[src/rtl/piso_shift_pkg.sv]
// Shared types and constants for the PISO serial transmitter and its bit counter.
package piso_shift_pkg;

    typedef enum logic {
        ST_IDLE  = 1'b0,
        ST_SHIFT = 1'b1
    } state_e;

    // Default word length, matching the 4-stage receiving shift chain.
    localparam int DEF_WIDTH = 4;

    function automatic int cnt_w(input int width);
        return (width <= 2) ? 1 : $clog2(width);
    endfunction

endpackage

[src/rtl/piso_bit_cnt.sv]
// Bit-slot down-counter: loads WIDTH-1, decrements on dec, flags zero.
module piso_bit_cnt
    import piso_shift_pkg::*;
#(
    parameter int WIDTH = DEF_WIDTH
) (
    input  logic clk,
    input  logic r,
    input  logic load,
    input  logic dec,
    output logic zero
);

    localparam int CW = cnt_w(WIDTH);
    localparam logic [CW-1:0] LOAD_VAL = CW'(WIDTH - 1);
    localparam logic [CW-1:0] ONE      = CW'(1);

    logic [CW-1:0] cnt_q;
    logic [CW-1:0] cnt_d;

    // Load wins over decrement so a back-to-back reload never underflows.
    always_comb begin
        cnt_d = cnt_q;
        if (load) begin
            cnt_d = LOAD_VAL;
        end else if (dec && (cnt_q != '0)) begin
            cnt_d = cnt_q - ONE;
        end
    end

    always_ff @(posedge clk or negedge r) begin
        if (!r) begin
            cnt_q <= '0;
        end else begin
            cnt_q <= cnt_d;
        end
    end

    assign zero = (cnt_q == '0);

endmodule

[src/rtl/piso_shift_tx.sv]
// Parallel-in/serial-out transmitter: accepts a word via valid/ready and sends it MSB first.
module piso_shift_tx
    import piso_shift_pkg::*;
#(
    parameter int   WIDTH    = DEF_WIDTH,
    parameter logic IDLE_LVL = 1'b0
) (
    input  logic             clk,
    input  logic             r,
    input  logic             bit_en,
    input  logic             load_valid,
    input  logic [WIDTH-1:0] din,
    output logic             load_ready,
    output logic             sout,
    output logic             sout_valid,
    output logic             busy,
    output logic             done
);

    state_e           state_q, state_d;
    logic [WIDTH-1:0] shreg_q, shreg_d;
    logic             sout_q, sout_d;
    logic             sout_valid_q, sout_valid_d;
    logic             busy_q, busy_d;
    logic             done_q, done_d;
    logic             cnt_load;
    logic             cnt_dec;
    logic             cnt_zero;
    logic             accept;
    logic             in_shift_d;

    piso_bit_cnt #(
        .WIDTH (WIDTH)
    ) u_bit_cnt (
        .clk  (clk),
        .r    (r),
        .load (cnt_load),
        .dec  (cnt_dec),
        .zero (cnt_zero)
    );

    // Ready in IDLE, or exactly at the edge that closes the last bit slot.
    assign load_ready = r && ((state_q == ST_IDLE) ||
                              ((state_q == ST_SHIFT) && bit_en && cnt_zero));
    assign accept     = load_valid && load_ready;

    always_comb begin
        state_d  = state_q;
        shreg_d  = shreg_q;
        done_d   = 1'b0;
        cnt_load = 1'b0;
        cnt_dec  = 1'b0;
        case (state_q)
            ST_IDLE: begin
                if (accept) begin
                    shreg_d  = din;
                    cnt_load = 1'b1;
                    state_d  = ST_SHIFT;
                end
            end
            ST_SHIFT: begin
                if (bit_en) begin
                    if (!cnt_zero) begin
                        shreg_d = {shreg_q[WIDTH-2:0], 1'b0};
                        cnt_dec = 1'b1;
                    end else begin
                        done_d = 1'b1;
                        if (accept) begin
                            shreg_d  = din;
                            cnt_load = 1'b1;
                        end else begin
                            state_d = ST_IDLE;
                        end
                    end
                end
            end
            default: state_d = ST_IDLE;
        endcase

        // Output registers follow the next state so sout is valid the cycle after accept.
        in_shift_d   = (state_d == ST_SHIFT);
        sout_d       = in_shift_d ? shreg_d[WIDTH-1] : IDLE_LVL;
        sout_valid_d = in_shift_d;
        busy_d       = in_shift_d;
    end

    always_ff @(posedge clk or negedge r) begin
        if (!r) begin
            state_q      <= ST_IDLE;
            shreg_q      <= '0;
            sout_q       <= IDLE_LVL;
            sout_valid_q <= 1'b0;
            busy_q       <= 1'b0;
            done_q       <= 1'b0;
        end else begin
            state_q      <= state_d;
            shreg_q      <= shreg_d;
            sout_q       <= sout_d;
            sout_valid_q <= sout_valid_d;
            busy_q       <= busy_d;
            done_q       <= done_d;
        end
    end

    assign sout       = sout_q;
    assign sout_valid = sout_valid_q;
    assign busy       = busy_q;
    assign done       = done_q;

endmodule

[config.mk]
export PLATFORM = sky130hd
export DESIGN_NAME = piso_shift_tx
export DESIGN_NICKNAME = d
export VERILOG_FILES = /design/src/rtl/piso_shift_pkg.sv /design/src/rtl/piso_bit_cnt.sv /design/src/rtl/piso_shift_tx.sv
export SDC_FILE = /design/constraint.sdc
export NUM_CORES = 1
export LEC_CHECK = 0
export ABC_AREA = 0
export CAP_MARGIN = 15
export CORE_AREA = 3 3 40 42
export CTS_CLUSTER_SIZE = 24
export DETAILED_ROUTE_END_ITERATION = 10
export DIE_AREA = 0 0 43 45
export GPL_ROUTABILITY_DRIVEN = 0
export GPL_TIMING_DRIVEN = 0
export HOLD_SLACK_MARGIN = 0.05
export SYNTH_ARGS = -nofsm -noshare
export SYNTH_HDL_FRONTEND = slang
export SYNTH_SLANG_ARGS = --single-unit
[constraint.sdc]
create_clock -name clk -period 2.7 [get_ports clk]
set_input_delay 0.27 -clock clk [delete_from_list [all_inputs] [get_ports clk]]
set_output_delay 0.27 -clock clk [all_outputs]
set_load 0.02 [all_outputs]
==> impl_metrics.toml, run 1 <==
[cells_and_area]
finalCoreUtilization = 0.483
final_layout_size_suffix_gt1_frac = 0.153
postLayoutCellArea_sq_um = 621
ff_latch_area_sq_um = 225
area.growth.synth_to_final_pct = 36.3
final_cell_count_no_fill = 74
multi_input_area_sq_um = 211
antenna_cells = 0
fin_nets = 69
nFillCells = 125

[yosys]
ys.flop_type = "sky130_fd_sc_hd__dfrtp_1"
synthesis.nets = 52
dominant_combinational_cell_family_by_area_after_synthesis = "simple AND/OR/NAND/NOR gates"
yosys.area_share.simple = 0.234
synth_fa_ha_area_frac = 0.0275
synth-seq-area-share = 0.495
yosys_warnings = 0
synth_edf_count = 0
mappedNetlistArea_sq_um = 455
synth_xor_area_frac = 0.0192
proportion_of_synthesized_area_in_mux_cells = 0
synth_cell_types = 23
synth.ff_latch_count = 9
average_footprint_of_a_synthesized_cell_sq_um = 10.6
async_flop_share = 1.00
synth_compound_gate_area_share = 0.184
synthCells = 43

[power_and_ir_drop]
ir_worst_vdd_uv = 392
power.density_mw_per_mm2 = 1060
leakage_nw = 0.295
total_power_mw = 0.658

[drt]
detail_route.wl_per_cell_um = 11.7
total_vias_in_the_final_route = 367
dr.first_iter.drc_count = 4
drt_pre_antenna_iters = 4
ant_nets = 0
route.detailed.drc = 0
post_drt_via_cell_ratio = 4.96
route.final.wire_length_um = 865

[sta]
max_slew_margin = 0.675
finalMaxSlewViolations = 0
worst_slew_pin_slew_ps = 487
rsz0062_at_grt = "no"
fin_crit_ps = 2180
post_route_clock_period_utilization = 0.808
timing.setup.tns_ps = 0
timing.final.setup_violations = 0
fin_skew_ps = 4.77
fmax_mhz = 458
final-hold-violation-count = 0

[cts]
tritoncts = "built"
cts-htree-levels = 1
cts.sinks = 9
post_cts_buffers = 0
post_cts_sizing = 0
clock_tree.buffer_depth = 2
numCtsBuffers = 3
clk_pin_slew_ps = 60
cts-root-buf = "sky130_fd_sc_hd__clkbuf_4"
cts_hold_buffers = 0
clock_latency_ps = 260

[global_routing]
global_routing_usage_summed_across_all_routing_layers = 0.100
grt_pass1_wl_um = 1420
overflow = 0
grt_antenna_before_repair = 0
via_count_of_the_first_global_routing_pass = 356
grt_max_degree = 13

[die]
floorplan.io_pins = 13
design.die.area_sq_mm = 0.00194
num_rows = 13
die-width_um = 43
core_footprint_sq_mm = 0.00128
initial_util = 0.354
die_y_um = 45

[worst_setup_path]
critical_path.startpoint_type = "register"
r2r-start = "u_bit_cnt.cnt_q[0]"
crit_family = "buffers and inverters"
timing_worst_setup_path_type = "register to output port"
timing.critical_path.arrival_ps = 1910
timing.critical_path.fanout_max = 6
crit_end_category = "output port"
critical_path.startpoint = "u_bit_cnt.cnt_q[0]"
worst_path_largest_cell_delay_ps = 600
cpMaxStageDelayCell = "sky130_fd_sc_hd__clkdlybuf4s50_1"
regToRegSetupSlack_ps = 1260
worst-path-buf-inv = 2
required_time_at_the_endpoint_of_the_critical_path_ps = 2430
timing.critical_path.cells = "inv_1 -> ha_1 -> a21bo_1 -> and2_1 -> clkdlybuf4s50_1"

[place]
placement.cell_area_sq_um = 594
sum_of_net_half_perimeters_after_detailed_placement_um = 665
io_buffers = 12
placedCellCount = 70

[min_path]
holdCritPathClass = "input port to async pin"

[run]
drv.max_cap_violation_count = 0

[run_status]
status = "finished clean"
[cell type report]
type | count | share of cell area
Buffer | 1 | 0.0121
Clock buffer | 4 | 0.0423
Inverter | 3 | 0.0181
Multi-Input combinational cell | 30 | 0.341
Sequential cell | 9 | 0.363
Tap cell | 15 | 0.0302
Timing Repair Buffer | 12 | 0.194
[Yosys cell counts (all sizes together), types with 2 or more instances]
master	count	area, sq um
dfrtp	9	225
nand2	5	18.8
nor3	4	20.0
and3	3	21.3
inv	3	11.3
a221o	2	20.0
and2	2	12.5
nor2	2	10.0
[metal layers]
layer | share of wire | up-vias | routed length (um) | global-route usage
met2 | 0.43 | 14 | 376 | 0.165
li1 | - | 185 | - | -
met4 | 0 | 0 | 0 | 0
met5 | 0 | - | 0 | 0
met1 | 0.46 | 168 | 400 | 0.114
met3 | 0.10 | 0 | 88 | 0.0717
[cells in the final DEF (no fill, tap or decap), types with 2 or more instances in the layout]
cell,synthesis,layout
sky130_fd_sc_hd__clkdlybuf4s50_1,0,12
sky130_fd_sc_hd__nand2_1,5,5
sky130_fd_sc_hd__dfrtp_1,9,9
sky130_fd_sc_hd__nor3_1,4,4
sky130_fd_sc_hd__and3_2,2,2
sky130_fd_sc_hd__a221o_1,2,2
sky130_fd_sc_hd__inv_1,3,3
sky130_fd_sc_hd__and2_1,2,2
sky130_fd_sc_hd__clkbuf_4,0,3
[sequential cells by signal (all words and copies together) (netlist names)]
| name | cells |
|---|---|
| busy | 1 |
| sout | 1 |
| u_bit_cnt.cnt_q | 2 |
| done | 1 |
| shreg_q | 4 |
[power breakdown]
part | total (mW) | switching, mW | internal, mW
Clock | 0.101 | 0.0444 | 0.0568
Sequential | 0.223 | 0.0330 | 0.190
Combinational | 0.334 | 0.161 | 0.173
Total | 0.658 | 0.238 | 0.420
[per-stage QoR]
stage | worst slack, ps | hold WS (ps)
global placement | 556 | 483
global route | 392 | 360
finish | 518 | 340
detailed placement | 546 | 484
floorplan | 1360 | -25.6
CTS | 488 | 352
[final timing paths]
| check | to | cells past startpoint |
|---|---|---|
| setup / recovery | load_ready | 5 |
| hold / removal | busy | 1 |
| setup reg to reg | shreg_q[1] | 5 |
| hold reg to reg | shreg_q[0] | 1 |
| max in group asynchronous | shreg_q[0] | 1 |
| min in group clk | shreg_q[0] | 1 |
[cells by family (layout without fill, tap and decap cells)]
group	Yosys count	in the layout
and+or+nand+nor	19	19
AOI/OAI and AO/OA	9	9
DFF	9	9
buffers and inverters	4	20
adders and majority gates	1	1
xor gates and xnor gates	1	1
(Power assumes the default switching activity.)
==> run 2: changes to the inputs <==
Clock period 2.7 ns to 2.2 ns, I/O delays scaled along.
==> impl_metrics.toml, run 2 (synthesis results as in run 1) <==
[die]
initial_util = 0.354
num_rows = 13
die-width_um = 43
floorplan.io_pins = 13
core_footprint_sq_mm = 0.00128
design.die.area_sq_mm = 0.00194
die_y_um = 45

[sta]
fin_crit_ps = 2070
timing.final.setup_violations = 0
timing.setup.tns_ps = 0
fin_skew_ps = 6.02
rsz0062_at_grt = "no"
whs_ps = 289
finalMaxSlewViolations = 0
worst_slew_pin_slew_ps = 487
post_route_clock_period_utilization = 0.943
max_slew_margin = 0.674
fmax_mhz = 482
final-hold-violation-count = 0

[cells_and_area]
largestRegisters = "shreg_q: 4 flops, u_bit_cnt.cnt_q: 2 flops"
ff_latch_area_sq_um = 225
mostFrequentLayoutCell = "sky130_fd_sc_hd__clkdlybuf4s50_1"
area.growth.synth_to_final_pct = 36.8
top_register_by_number_of_flip_flops = "shreg_q"
nFillCells = 126
multi_input_area_sq_um = 214
most-common-layout-cells = "12 x sky130_fd_sc_hd__clkdlybuf4s50_1, 9 x sky130_fd_sc_hd__dfrtp_1, 5 x sky130_fd_sc_hd__nand2_1"
antenna_cells = 0
final_layout_size_suffix_gt1_frac = 0.169
largest_reg_flops = 4
fin_nets = 69

[cts]
post_cts_buffers = 0
cts.sinks = 9
cts_hold_buffers = 0
tritoncts = "built"
clock_latency_ps = 260
clock_tree.buffer_depth = 2
cts-root-buf = "sky130_fd_sc_hd__clkbuf_4"
numCtsBuffers = 3
cts-htree-levels = 1
clk_pin_slew_ps = 60
post_cts_sizing = 0

[place]
io_buffers = 12
sum_of_net_half_perimeters_after_detailed_placement_um = 665

[drt]
detailroute.wirelength.met3_um = 89
highest-signal-layer = "met3"
post_drt_via_cell_ratio = 4.96
dr.first_iter.drc_count = 4
drt_pre_antenna_iters = 4
detail_route.wirelength.met1_um = 401
route.detailed.drc = 0
ant_nets = 0
met2RoutedLength_um = 380
route.final.wire_length_um = 871
detail_route.wl_per_cell_um = 11.8
total_vias_in_the_final_route = 367

[worst_setup_path]
timing.critical_path.arrival_ps = 1850
regToRegEndpoint = "shreg_q[1]"
rr_worst_depth = 5
regToRegSetupSlack_ps = 830
critical_path.startpoint_type = "register"
required_time_at_the_endpoint_of_the_critical_path_ps = 1980
crit_end_category = "output port"
timing_worst_setup_path_type = "register to output port"
timing.critical_path.fanout_max = 6
r2r-start = "u_bit_cnt.cnt_q[0]"

[global_routing]
grt_pass1_wl_um = 1420
via_count_of_the_first_global_routing_pass = 356
grt_max_degree = 13
grt_antenna_before_repair = 0
global_routing_usage_summed_across_all_routing_layers = 0.100
overflow = 0

[power_and_ir_drop]
power.density_mw_per_mm2 = 1300
leakage_nw = 0.293
ir_worst_vdd_uv = 481

[run_status]
status = "finished clean"

[run]
drv.max_cap_violation_count = 0

[min_path]
holdCritPathClass = "input port to async pin"
==> run 2: cell counts in the layout (fill, tap and decap cells not counted) <==
Identical to the previous run, type by type.
==> run 2: stage by stage <==
stage                     cells   util  instance area [sq um]  worst slack (ps)  power, mW
after floorplan              43      -                    455               870      0.557
after global placement       70  0.463                    594               156      0.686
after detailed placement     70  0.463                    594               146      0.694
after CTS                    74  0.483                    621              37.9      0.823
after global routing         74  0.485                    623              14.3      0.878
final                        74  0.485                    623               126      0.813
==> run 2: final cells by class <==
cell class | count | share of cell area
well taps | 15 | 0.0301
repair buffers | 12 | 0.193
flip-flops and latches | 9 | 0.361
multi-input cells | 30 | 0.343
plain buffers | 1 | 0.0120
inverters | 3 | 0.0181
clock buffers | 4 | 0.0422
==> run 2: critical path, cell delays in order (launching register included) <==
cell	delay [ps]
sky130_fd_sc_hd__dfrtp_1	360
sky130_fd_sc_hd__inv_1	90
sky130_fd_sc_hd__ha_2	260
sky130_fd_sc_hd__a21bo_1	160
sky130_fd_sc_hd__and2_1	130
sky130_fd_sc_hd__clkdlybuf4s50_1	600
==> run 2: where the power goes <==
group	internal [mW]	switching, mW	total [mW]
Combinational	0.216	0.199	0.415
Clock	0.0697	0.0551	0.125
Sequential	0.233	0.0405	0.273
Total	0.518	0.295	0.813
==> run 2: per-layer routing <==
| layer | global-route usage | vias to the layer above |
|---|---|---|
| li1 | - | 186 |
| met4 | 0 | 0 |
| met1 | 0.114 | 167 |
| met3 | 0.0717 | 0 |
| met2 | 0.165 | 14 |
| met5 | 0 | - |
==> run 2: how the worst max path moves through the flow <==
stage	start	endpoint	slack, ps	cells after the start
finish	u_bit_cnt.cnt_q[0]	load_ready	130	5
global route	u_bit_cnt.cnt_q[0]	load_ready	10	5
CTS	u_bit_cnt.cnt_q[0]	load_ready	40	5
floorplan	u_bit_cnt.cnt_q[0]	shreg_q[2]	870	5
global placement	r	load_ready	160	3
detailed placement	r	load_ready	150	3
==> run 3: changes to the inputs <==
Settings changed: GPL_TIMING_DRIVEN 0 to default.
==> impl_metrics.toml, run 3 (synthesis results as in run 1) <==
[sta]
rsz0062_at_grt = "no"
timing.setup.tns_ps = 0
max_slew_margin = 0.814
final-hold-violation-count = 0
fin_skew_ps = 2.02
fin_crit_ps = 2070
timing.final.setup_violations = 0
fmax_mhz = 484
finalMaxSlewViolations = 0
worst_slew_pin_slew_ps = 279
post_route_clock_period_utilization = 0.939

[drt]
total_vias_in_the_final_route = 393
route.detailed.drc = 0
ant_nets = 0
route.final.wire_length_um = 918
drt_pre_antenna_iters = 4
detail_route.wl_per_cell_um = 12.1
post_drt_via_cell_ratio = 5.17
dr.first_iter.drc_count = 12

[run]
drv.max_cap_violation_count = 0

[cts]
clock_tree.buffer_depth = 2
clk_pin_slew_ps = 60
clock_latency_ps = 260
cts-htree-levels = 1
cts.sinks = 9
cts-root-buf = "sky130_fd_sc_hd__clkbuf_4"
tritoncts = "built"
cts_hold_buffers = 0
numCtsBuffers = 3

[die]
design.die.area_sq_mm = 0.00194
initial_util = 0.354
num_rows = 13
floorplan.io_pins = 13
die_y_um = 45
die-width_um = 43
core_footprint_sq_mm = 0.00128

[worst_setup_path]
timing.critical_path.arrival_ps = 1850
critical_path.startpoint_type = "register"
required_time_at_the_endpoint_of_the_critical_path_ps = 1980
crit_end_category = "output port"
timing_worst_setup_path_type = "register to output port"
timing.critical_path.fanout_max = 6
critical_path.startpoint = "u_bit_cnt.cnt_q[0]"
r2r-start = "u_bit_cnt.cnt_q[1]"
rr_worst_depth = 5

[cells_and_area]
top_register_by_number_of_flip_flops = "shreg_q"
most-common-layout-cells = "12 x sky130_fd_sc_hd__clkdlybuf4s50_1, 9 x sky130_fd_sc_hd__dfrtp_1, 5 x sky130_fd_sc_hd__nand2_1"
final_layout_size_suffix_gt1_frac = 0.197
mostFrequentLayoutCell = "sky130_fd_sc_hd__clkdlybuf4s50_1"
multi_input_area_sq_um = 214
fin_nets = 71
area.growth.synth_to_final_pct = 40.1
antenna_cells = 0
nFillCells = 117
ff_latch_area_sq_um = 225
largestRegisters = "shreg_q: 4 flops, u_bit_cnt.cnt_q: 2 flops"
largest_reg_flops = 4

[power_and_ir_drop]
total_power_mw = 0.818
leakage_nw = 0.303
ir_worst_vdd_uv = 663
power.density_mw_per_mm2 = 1280

[global_routing]
global_routing_usage_summed_across_all_routing_layers = 0.112
via_count_of_the_first_global_routing_pass = 364
overflow = 0
grt_antenna_before_repair = 0
grt_max_degree = 10
grt_pass1_wl_um = 1530

[min_path]
holdCritPathClass = "input port to async pin"

[run_status]
status = "finished clean"

[place]
io_buffers = 12
sum_of_net_half_perimeters_after_detailed_placement_um = 713
run 3: report_power, final:
part | leakage (nW) | total, mW | internal, mW | switching, mW
clock network | 0.0150 | 0.133 | 0.0702 | 0.0626
registers | 0.111 | 0.275 | 0.233 | 0.0425
logic | 0.177 | 0.410 | 0.210 | 0.200
run 3: worst paths after layout:
kind,end,slack (ps)
setup / recovery,load_ready,130
hold / removal,busy,260
setup reg to reg,shreg_q[1],840
hold reg to reg,shreg_q[0],510
max in group asynchronous,shreg_q[0],1840
min in group clk,shreg_q[0],510
run 3: final cells by class:
type | count | area share
Inverter | 3 | 0.0176
Timing Repair Buffer | 15 | 0.224
Sequential cell | 9 | 0.353
Tap cell | 15 | 0.0294
Multi-Input combinational cell | 30 | 0.335
Clock buffer | 4 | 0.0412
run 3: metrics by stage:
| stage | util | instances | hold WS, ps | worst slack, ps | area [sq um] |
|---|---|---|---|---|---|
| after floorplan | - | 43 | -75.6 | 870 | 455 |
| after global placement | 0.474 | 72 | 482 | 397 | 609 |
| after detailed placement | 0.474 | 72 | 488 | 367 | 609 |
| after CTS | 0.495 | 76 | 263 | 71.1 | 636 |
| after global routing | 0.497 | 76 | 269 | 67.4 | 638 |
| final | 0.497 | 76 | 256 | 134 | 638 |
run 3: worst max-delay path: stages, from the launching register on:
cell and delay, ps:
sky130_fd_sc_hd__dfrtp_1 360, sky130_fd_sc_hd__inv_1 80, sky130_fd_sc_hd__ha_2 260, sky130_fd_sc_hd__a21bo_1 160, sky130_fd_sc_hd__and2_1 130, sky130_fd_sc_hd__clkdlybuf4s50_1 590
run 3: per-layer routing:
metal / track usage / up-vias / part of all wire
met4: 0.0904 / 0 / 0.034
met1: 0.145 / 187 / 0.48
met5: 0 / - / 0
met2: 0.159 / 12 / 0.42
met3: 0.0279 / 5 / 0.056
li1: - / 189 / -
run 3: timing repair:
| action | 4_1_cts | 5_1_grt |
|---|---|---|
| gates resized for setup | 0 | 1 |
| setup endpoints to repair | 0 | 1 |
| buffers inserted | 0 | 0 |
